<file path="config.mk">
export PLATFORM = sky130hd
export DESIGN_NAME = fetch_stage_flat
export DESIGN_NICKNAME = d
export VERILOG_FILES = /design/src/rtl/fetch_stage_if.sv /design/src/rtl/fetch_stage.sv /design/src/flat_wrapper.sv
export SDC_FILE = /design/constraint.sdc
export NUM_CORES = 1
export LEC_CHECK = 0
export BUFFER_PORTS_ARGS = -buffer_cell sky130_fd_sc_hd__buf_4
export CAP_MARGIN = 20
export CORE_ASPECT_RATIO = 2
export CORE_MARGIN = 1
export CORE_UTILIZATION = 53
export CTS_CLUSTER_SIZE = 25
export DETAILED_ROUTE_END_ITERATION = 10
export MAX_ROUTING_LAYER = met4
export PLACE_DENSITY = 0.77
export SYNTH_ARGS = -nofsm -noshare
export SYNTH_HDL_FRONTEND = slang
export SYNTH_SLANG_ARGS = --single-unit
</file>
<file path="constraint.sdc">
create_clock -name clk_i -period 2.8 [get_ports clk_i]
set_clock_uncertainty 0.05 [all_clocks]
set_input_delay 0.14 -clock clk_i [delete_from_list [all_inputs] [get_ports clk_i]]
set_output_delay 0.14 -clock clk_i [all_outputs]
set_load 0.03 [all_outputs]
</file>
<file path="src/rtl/fetch_stage_if.sv">
// Instruction-memory request/ack bus between the fetch stage (master) and imem (slave).
interface fetch_stage_if;
    logic        req;
    logic [31:0] addr;
    logic        ack;
    logic [31:0] rdata;

    modport master (output req, addr, input ack, rdata);
    modport slave  (input req, addr, output ack, rdata);
endinterface

</file>
<file path="src/rtl/fetch_stage.sv">
// Fetch stage: owns the PC, issues imem word requests, and feeds decode through
// a registered output slot backed by a one-entry skid buffer.
module fetch_stage #(
    parameter logic [31:0] RESET_PC = 32'h0000_0000,
    parameter logic [31:0] NOP_WORD = 32'h0000_0013
) (
    input  logic                 clk_i,
    input  logic                 reset_i,
    input  logic                 stall_i,
    input  logic                 redirect_valid_i,
    input  logic [31:0]          redirect_pc_i,
    fetch_stage_if.master        imem,
    output logic [31:0]          ir_o,
    output logic [31:0]          pc_ir_o,
    output logic                 ir_valid_o
);
    typedef enum logic {FETCH, DRAIN} state_e;

    state_e      state_q, state_d;
    logic [31:0] fetch_pc_q, fetch_pc_d;
    logic [31:0] target_pc_q, target_pc_d;
    logic [31:0] ir_q, ir_d, pc_ir_q, pc_ir_d;
    logic        ir_valid_q, ir_valid_d;
    logic [31:0] buf_ir_q, buf_ir_d, buf_pc_q, buf_pc_d;
    logic        buf_valid_q, buf_valid_d;

    logic        req, done, slot_free;
    logic [31:0] redir_pc;
    logic        unused_rpc_lo;

    assign redir_pc      = {redirect_pc_i[31:2], 2'b00};
    assign unused_rpc_lo = ^redirect_pc_i[1:0];

    // A full buffer blocks new requests; DRAIN keeps the stale request alive until acked.
    assign req       = !reset_i && ((state_q == FETCH && !buf_valid_q) || state_q == DRAIN);
    assign done      = req && imem.ack;
    assign slot_free = !ir_valid_q || !stall_i;

    assign imem.req   = req;
    assign imem.addr  = fetch_pc_q;
    assign ir_o       = ir_q;
    assign pc_ir_o    = pc_ir_q;
    assign ir_valid_o = ir_valid_q;

    always_comb begin
        state_d     = state_q;
        fetch_pc_d  = fetch_pc_q;
        target_pc_d = target_pc_q;
        ir_d        = ir_q;
        pc_ir_d     = pc_ir_q;
        ir_valid_d  = ir_valid_q;
        buf_ir_d    = buf_ir_q;
        buf_pc_d    = buf_pc_q;
        buf_valid_d = buf_valid_q;

        if (redirect_valid_i) begin
            ir_valid_d  = 1'b0;
            buf_valid_d = 1'b0;
            ir_d        = NOP_WORD;
            if (req && !imem.ack) begin
                state_d     = DRAIN;
                target_pc_d = redir_pc;
            end else begin
                state_d    = FETCH;
                fetch_pc_d = redir_pc;
            end
        end else if (state_q == DRAIN) begin
            if (done) begin
                state_d    = FETCH;
                fetch_pc_d = target_pc_q;
            end
        end else begin
            if (slot_free) begin
                if (buf_valid_q) begin
                    // Older buffered word goes first; a same-cycle arrival takes its place.
                    ir_d        = buf_ir_q;
                    pc_ir_d     = buf_pc_q;
                    ir_valid_d  = 1'b1;
                    buf_valid_d = done;
                    if (done) begin
                        buf_ir_d = imem.rdata;
                        buf_pc_d = fetch_pc_q;
                    end
                end else if (done) begin
                    ir_d       = imem.rdata;
                    pc_ir_d    = fetch_pc_q;
                    ir_valid_d = 1'b1;
                end else begin
                    ir_d       = NOP_WORD;
                    ir_valid_d = 1'b0;
                end
            end else if (done) begin
                buf_ir_d    = imem.rdata;
                buf_pc_d    = fetch_pc_q;
                buf_valid_d = 1'b1;
            end
            if (done) fetch_pc_d = fetch_pc_q + 32'd4;
        end
    end

    always_ff @(posedge clk_i) begin
        if (reset_i) begin
            state_q     <= FETCH;
            fetch_pc_q  <= RESET_PC;
            target_pc_q <= RESET_PC;
            ir_q        <= NOP_WORD;
            pc_ir_q     <= 32'h0;
            ir_valid_q  <= 1'b0;
            buf_ir_q    <= NOP_WORD;
            buf_pc_q    <= 32'h0;
            buf_valid_q <= 1'b0;
        end else begin
            state_q     <= state_d;
            fetch_pc_q  <= fetch_pc_d;
            target_pc_q <= target_pc_d;
            ir_q        <= ir_d;
            pc_ir_q     <= pc_ir_d;
            ir_valid_q  <= ir_valid_d;
            buf_ir_q    <= buf_ir_d;
            buf_pc_q    <= buf_pc_d;
            buf_valid_q <= buf_valid_d;
        end
    end
endmodule

</file>
<file path="src/flat_wrapper.sv">
// flat-port wrapper written by rule: the top's interface ports become plain ports
module fetch_stage_flat 
#(
    parameter logic [31:0] RESET_PC = 32'h0000_0000,
    parameter logic [31:0] NOP_WORD = 32'h0000_0013
)
  (clk_i, reset_i, stall_i, redirect_valid_i, redirect_pc_i, ir_o, pc_ir_o, ir_valid_o, imem_req, imem_addr, imem_ack, imem_rdata);
  fetch_stage_if imem_i ();
  input  logic clk_i;
  input  logic reset_i;
  input  logic stall_i;
  input  logic redirect_valid_i;
  input  logic [31:0] redirect_pc_i;
  output logic [31:0] ir_o;
  output logic [31:0] pc_ir_o;
  output logic ir_valid_o;
  output wire logic [$bits(imem_i.req)-1:0] imem_req;
  output wire logic [$bits(imem_i.addr)-1:0] imem_addr;
  input wire logic [$bits(imem_i.ack)-1:0] imem_ack;
  input wire logic [$bits(imem_i.rdata)-1:0] imem_rdata;
  assign imem_req = imem_i.req;
  assign imem_addr = imem_i.addr;
  assign imem_i.ack = imem_ack;
  assign imem_i.rdata = imem_rdata;
  fetch_stage #(.RESET_PC(RESET_PC), .NOP_WORD(NOP_WORD)) u_core (.clk_i(clk_i), .reset_i(reset_i), .stall_i(stall_i), .redirect_valid_i(redirect_valid_i), .redirect_pc_i(redirect_pc_i), .imem(imem_i), .ir_o(ir_o), .pc_ir_o(pc_ir_o), .ir_valid_o(ir_valid_o));
endmodule
</file>
Yosys cells after proc, flatten, opt, wreduce, memory -nomap -nowiden
Index checks and enable logic that the tools add are counted.

word-level totals
  register bits after elaboration = 193
  input port bits = 69
  output and inout bits = 98
  word-level logic and storage cells = 59

operators by class
  $add $sub $neg = 1
  equality and inequality tests = 2
  mux-type cells = 24
  bitwise gates (word level) = 2
  reductions and logical operators = 21

operators by type and width
  cell                     number
  $mux W32                 15
  $add A32 B3 Y32 const B  1
  $mux W1                  9
  $reduce_and A2 Y1        4
  $reduce_bool A2 Y1       3
  $logic_not A1 Y1         5
  $logic_and A1 B1 Y1      4
  $reduce_and A4 Y1        1
  $reduce_and A3 Y1        1
  $logic_or A1 B1 Y1       2
  $ne A2 B1 Y1 const B     1
  $ne A2 B2 Y1 const B     1
  $not A1 Y1               2
  $reduce_or A2 Y1         1

Longest topological paths before layout
  depth after elaboration = 8
  depth in mapped cells = 9
  gate-level depth less buffers = 6

Least setup slack after synthesis
OpenSTA, ideal clock, no wires.

  path kind = flip-flop to flip-flop
  start point = register u_core.fetch_pc_q[7] (netlist: u_core.imem.addr[7])
  end point = register u_core.fetch_pc_q[29] (netlist: u_core.imem.addr[29])
  arrival time = 2.251 ns
  slack = 0.377 ns
  cell stages (with the launch flop) = 8
  path buffers = 2
  cell sequence = dfxtp_1 clkbuf_8 nand4_2 or4_4 buf_6 nor3_1 mux2_2 a221o_1

between the ends
  longest elaborated chain between the ends = 4

ends and longest elaborated chain
  element                 line                RTL
  start, declared         fetch_stage.sv:20   logic [31:0] fetch_pc_q, fetch_pc_d;
  start signal, assigned  fetch_stage.sv:114  fetch_pc_q <= fetch_pc_d;
  $add A32 B3 Y32         fetch_stage.sv:97   if (done) fetch_pc_d = fetch_pc_q + 32'd4;
  $mux W32                fetch_stage.sv:97
  $mux W32                fetch_stage.sv:67   end else if (state_q == DRAIN) begin
  $mux W32                fetch_stage.sv:56   if (redirect_valid_i) begin

No other way between the ends. The select of a mux whose other input is x is not followed.
A chain may end at the register's enable or synchronous reset.

Worst setup path in the final report
  start point = register u_core.fetch_pc_q[6] (netlist: u_core.imem.addr[6])
  end point = register u_core.fetch_pc_q[29] (netlist: u_core.imem.addr[29])

Same word-level chain as after synthesis.

==> results.yml <==
outcome:
  status: "completed"
critical_path:
  critPathArrivalTime_ns: 2.67
  required_ns: 3.07
  worstSetupPathType: "reg -> reg"
  setup.worst_path.end_class: "flip-flop"
  path_max_fanout: 8
  startpoint_type: "flip-flop"
  crit_path_start: "u_core.imem.addr[6]"
  r2r-start: "u_core.imem.addr[6]"
route:
  avgRoutedWirePerCell_um: 17.2
  viasPerCell: 5.77
  first_iter_violations: 540
  wl_um: 25200
  drc_errors: 0
  vias: 8463
  first_pass_iters: 5
  ant_nets: 0
pwr:
  p_per_area_nw_per_um2: 565
  leakage_nw: 4.22
  vdd_drop_max_uv: 476
  fin_total_pwr_mw: 6.27
sta:
  final-hold-violation-count: 0
  fin_crit_sh: 0.858
  max_freq_ghz: 0.416
  setup_viol: 0
  relSlewSlack: 0.349
  grt_setup_unrepaired: "false"
  period_needed_ns: 2.40
  slew_violations: 0
  worst_pin_slew_ns: 0.977
  fin_setup_tns_ns: 0
  holdWs_ns: 0.0877
layout:
  nFillCells: 1245
  final_util: 0.707
  area_delta_synth_final_pct: 30.5
  drive_gt1_frac: 0.203
  nets: 1324
  final_cells: 1467
  multiInputGateArea_um2: 4250
  register_area_um2: 3750
  antenna_cells: 0
logic_synthesis:
  syn_area_um2: 8500
  synth-seq-area-share: 0.440
  synth_cell_types: 67
  synth.area.top_cells: "dfxtp_1, nand2_1, a21oi_1"
  synth-edff-count: 0
  yosys-top-cells-count: "nand2_1, dfxtp_1, a21oi_1, nor2_1, clkbuf_1"
  syn_inst: 1066
  yosysMostFrequentCell: "nand2_1"
  yosysTopAreaCell: "dfxtp_1"
  synth.top_cell.area_share: 0.440
  synthFlopType: "dfxtp_1"
  synth_area_per_cell_um2: 7.97
  synth_seq_cells: 187
  synthArstFlopShare: 0
  yosysWarnings: 0
hold_path:
  worst_hold_path_type: "in -> reg"
  min_from: "imem_ack"
floorplanning:
  start_util: 0.542
  num_rows: 65
  die_x_um: 91.6
  dieArea_um2: 16600
  fp.dieH_um: 181
  ioPinCount: 167
  core_um2: 15700
clock_tree:
  path_clk_slew_ns: 0.07
  cts_tree: "yes"
  root_buffer: "clkbuf_16"
  numCtsBuffers: 17
  cts.sinks: 187
  clockBufferDepth: 2
  worstSkewPairLatency_ns: 0.43
  cts.htree.levels: 4
  postCtsResizedCells: 0
placement:
  gp_congestion: 1.05
  place.detailed.hpwl_um: 16900
  io_buffers: 160
  dp.cells: 1374
global_route:
  grt_pass1_wl_um: 40700
  grt_pass1_vias: 8102
  grt_use_total: 0.320
  antenna_found_initial: 0
  overflow: 0
  grt_max_degree: 69
run:
  drv_cap: 0
worst max-delay path, cell delays in order (launching register included):
cell	delay, ns
dfxtp_1	0.47
nand3_1	0.22
or4_4	0.61
nor3_1	0.32
mux2_2	0.37
a221o_1	0.25
metal layers:
layer  wire, um  GRT usage
met4       1350      0.199
met3       1330     0.0492
met5          0          -
met1       9420      0.345
met2      13100      0.543
sequential cells by signal, indices dropped and copies added (netlist names):
signal / count
u_core.ir_valid_o: 1
u_core.buf_ir_q: 32
u_core.buf_valid_q: 1
u_core.target_pc_q: 30
u_core.pc_ir_o: 30
u_core.buf_pc_q: 30
u_core.state_q: 1
u_core.ir_o: 32
u_core.imem.addr: 30
report_power, final:
part	internal, mW	total (mW)	switching (mW)	leakage, nW
registers	2.74	2.81	0.0720	1.52
logic	0.373	0.905	0.532	2.40
clock network	1.50	2.55	1.05	0.295
stage by stage:
stage	cell area (um2)	setup WS, ns
6_report	11100	0.398
5_1_grt	11100	0.313
4_1_cts	11100	0.402
3_5_place_dp	9850	0.429
3_3_place_gp	9850	0.446
2_1_floorplan	8510	0.377
logic make-up (layout without fill, tap and decap cells):
| logic type | after synthesis | in the layout | synth area share |
|---|---|---|---|
| AOI/OAI and AO/OA | 273 | 273 | 0.206 |
| xor gates and xnor gates | 6 | 6 | 0.00618 |
| adders and majority gates | 1 | 1 | 0.00147 |
| buffers and inverters | 111 | 308 | 0.0645 |
| DFF | 187 | 187 | 0.440 |
| muxes | 47 | 47 | 0.0561 |
| other | 1 | 4 | 0.000441 |
| and+or+nand+nor | 440 | 440 | 0.225 |
repair_timing:
| item | in CTS | in global routing |
|---|---|---|
| hold buffers | 62 | 0 |
| setup buffers | 0 | 0 |
| hold endpoints to repair | 85 | 0 |
placed cells by master (no fill, tap or decap), types with 3 or more instances in the layout:
master         count
a221oi_1          28
mux2i_1           42
dfxtp_1          186
o22ai_1            6
nor2_1            91
and3_1            11
o21ai_0           31
nand3_1           16
buf_4            204
nor3_1            33
a31oi_1            3
bufinv_16          4
clkbuf_16         17
clkinvlp_4         3
o32ai_1            3
nand2_1          243
a21oi_1          123
nor4_1             6
o2bb2ai_1          3
xnor2_1            3
and4_1             4
a211oi_1          35
xor2_1             3
dlygate4sd3_1     62
o211a_1            3
o21a_1             3
and2_1             5
nand4_1           10
inv_1              9
conb_1             4
a221o_1            3
a41oi_1            3
mux2_2             5
o211ai_1           7
area by class of cell:
class	count	area share
clock buffer	18	0.0387
clock inverter	13	0.0173
inverter	9	0.00304
multi-input combinational	771	0.383
sequential	187	0.338
tap	201	0.0227
timing repair buffer	268	0.198
worst paths after layout:
check / endpoint / depth (start not counted) / slack (ns)
setup / recovery: u_core.imem.addr[29] / 5 / 0.40
hold / removal: u_core.state_q / 3 / 0.09
setup reg to reg: u_core.imem.addr[29] / 5 / 0.40
hold reg to reg: u_core.target_pc_q[31] / 2 / 0.40
Note: power is estimated with default switching activity, not from simulation.
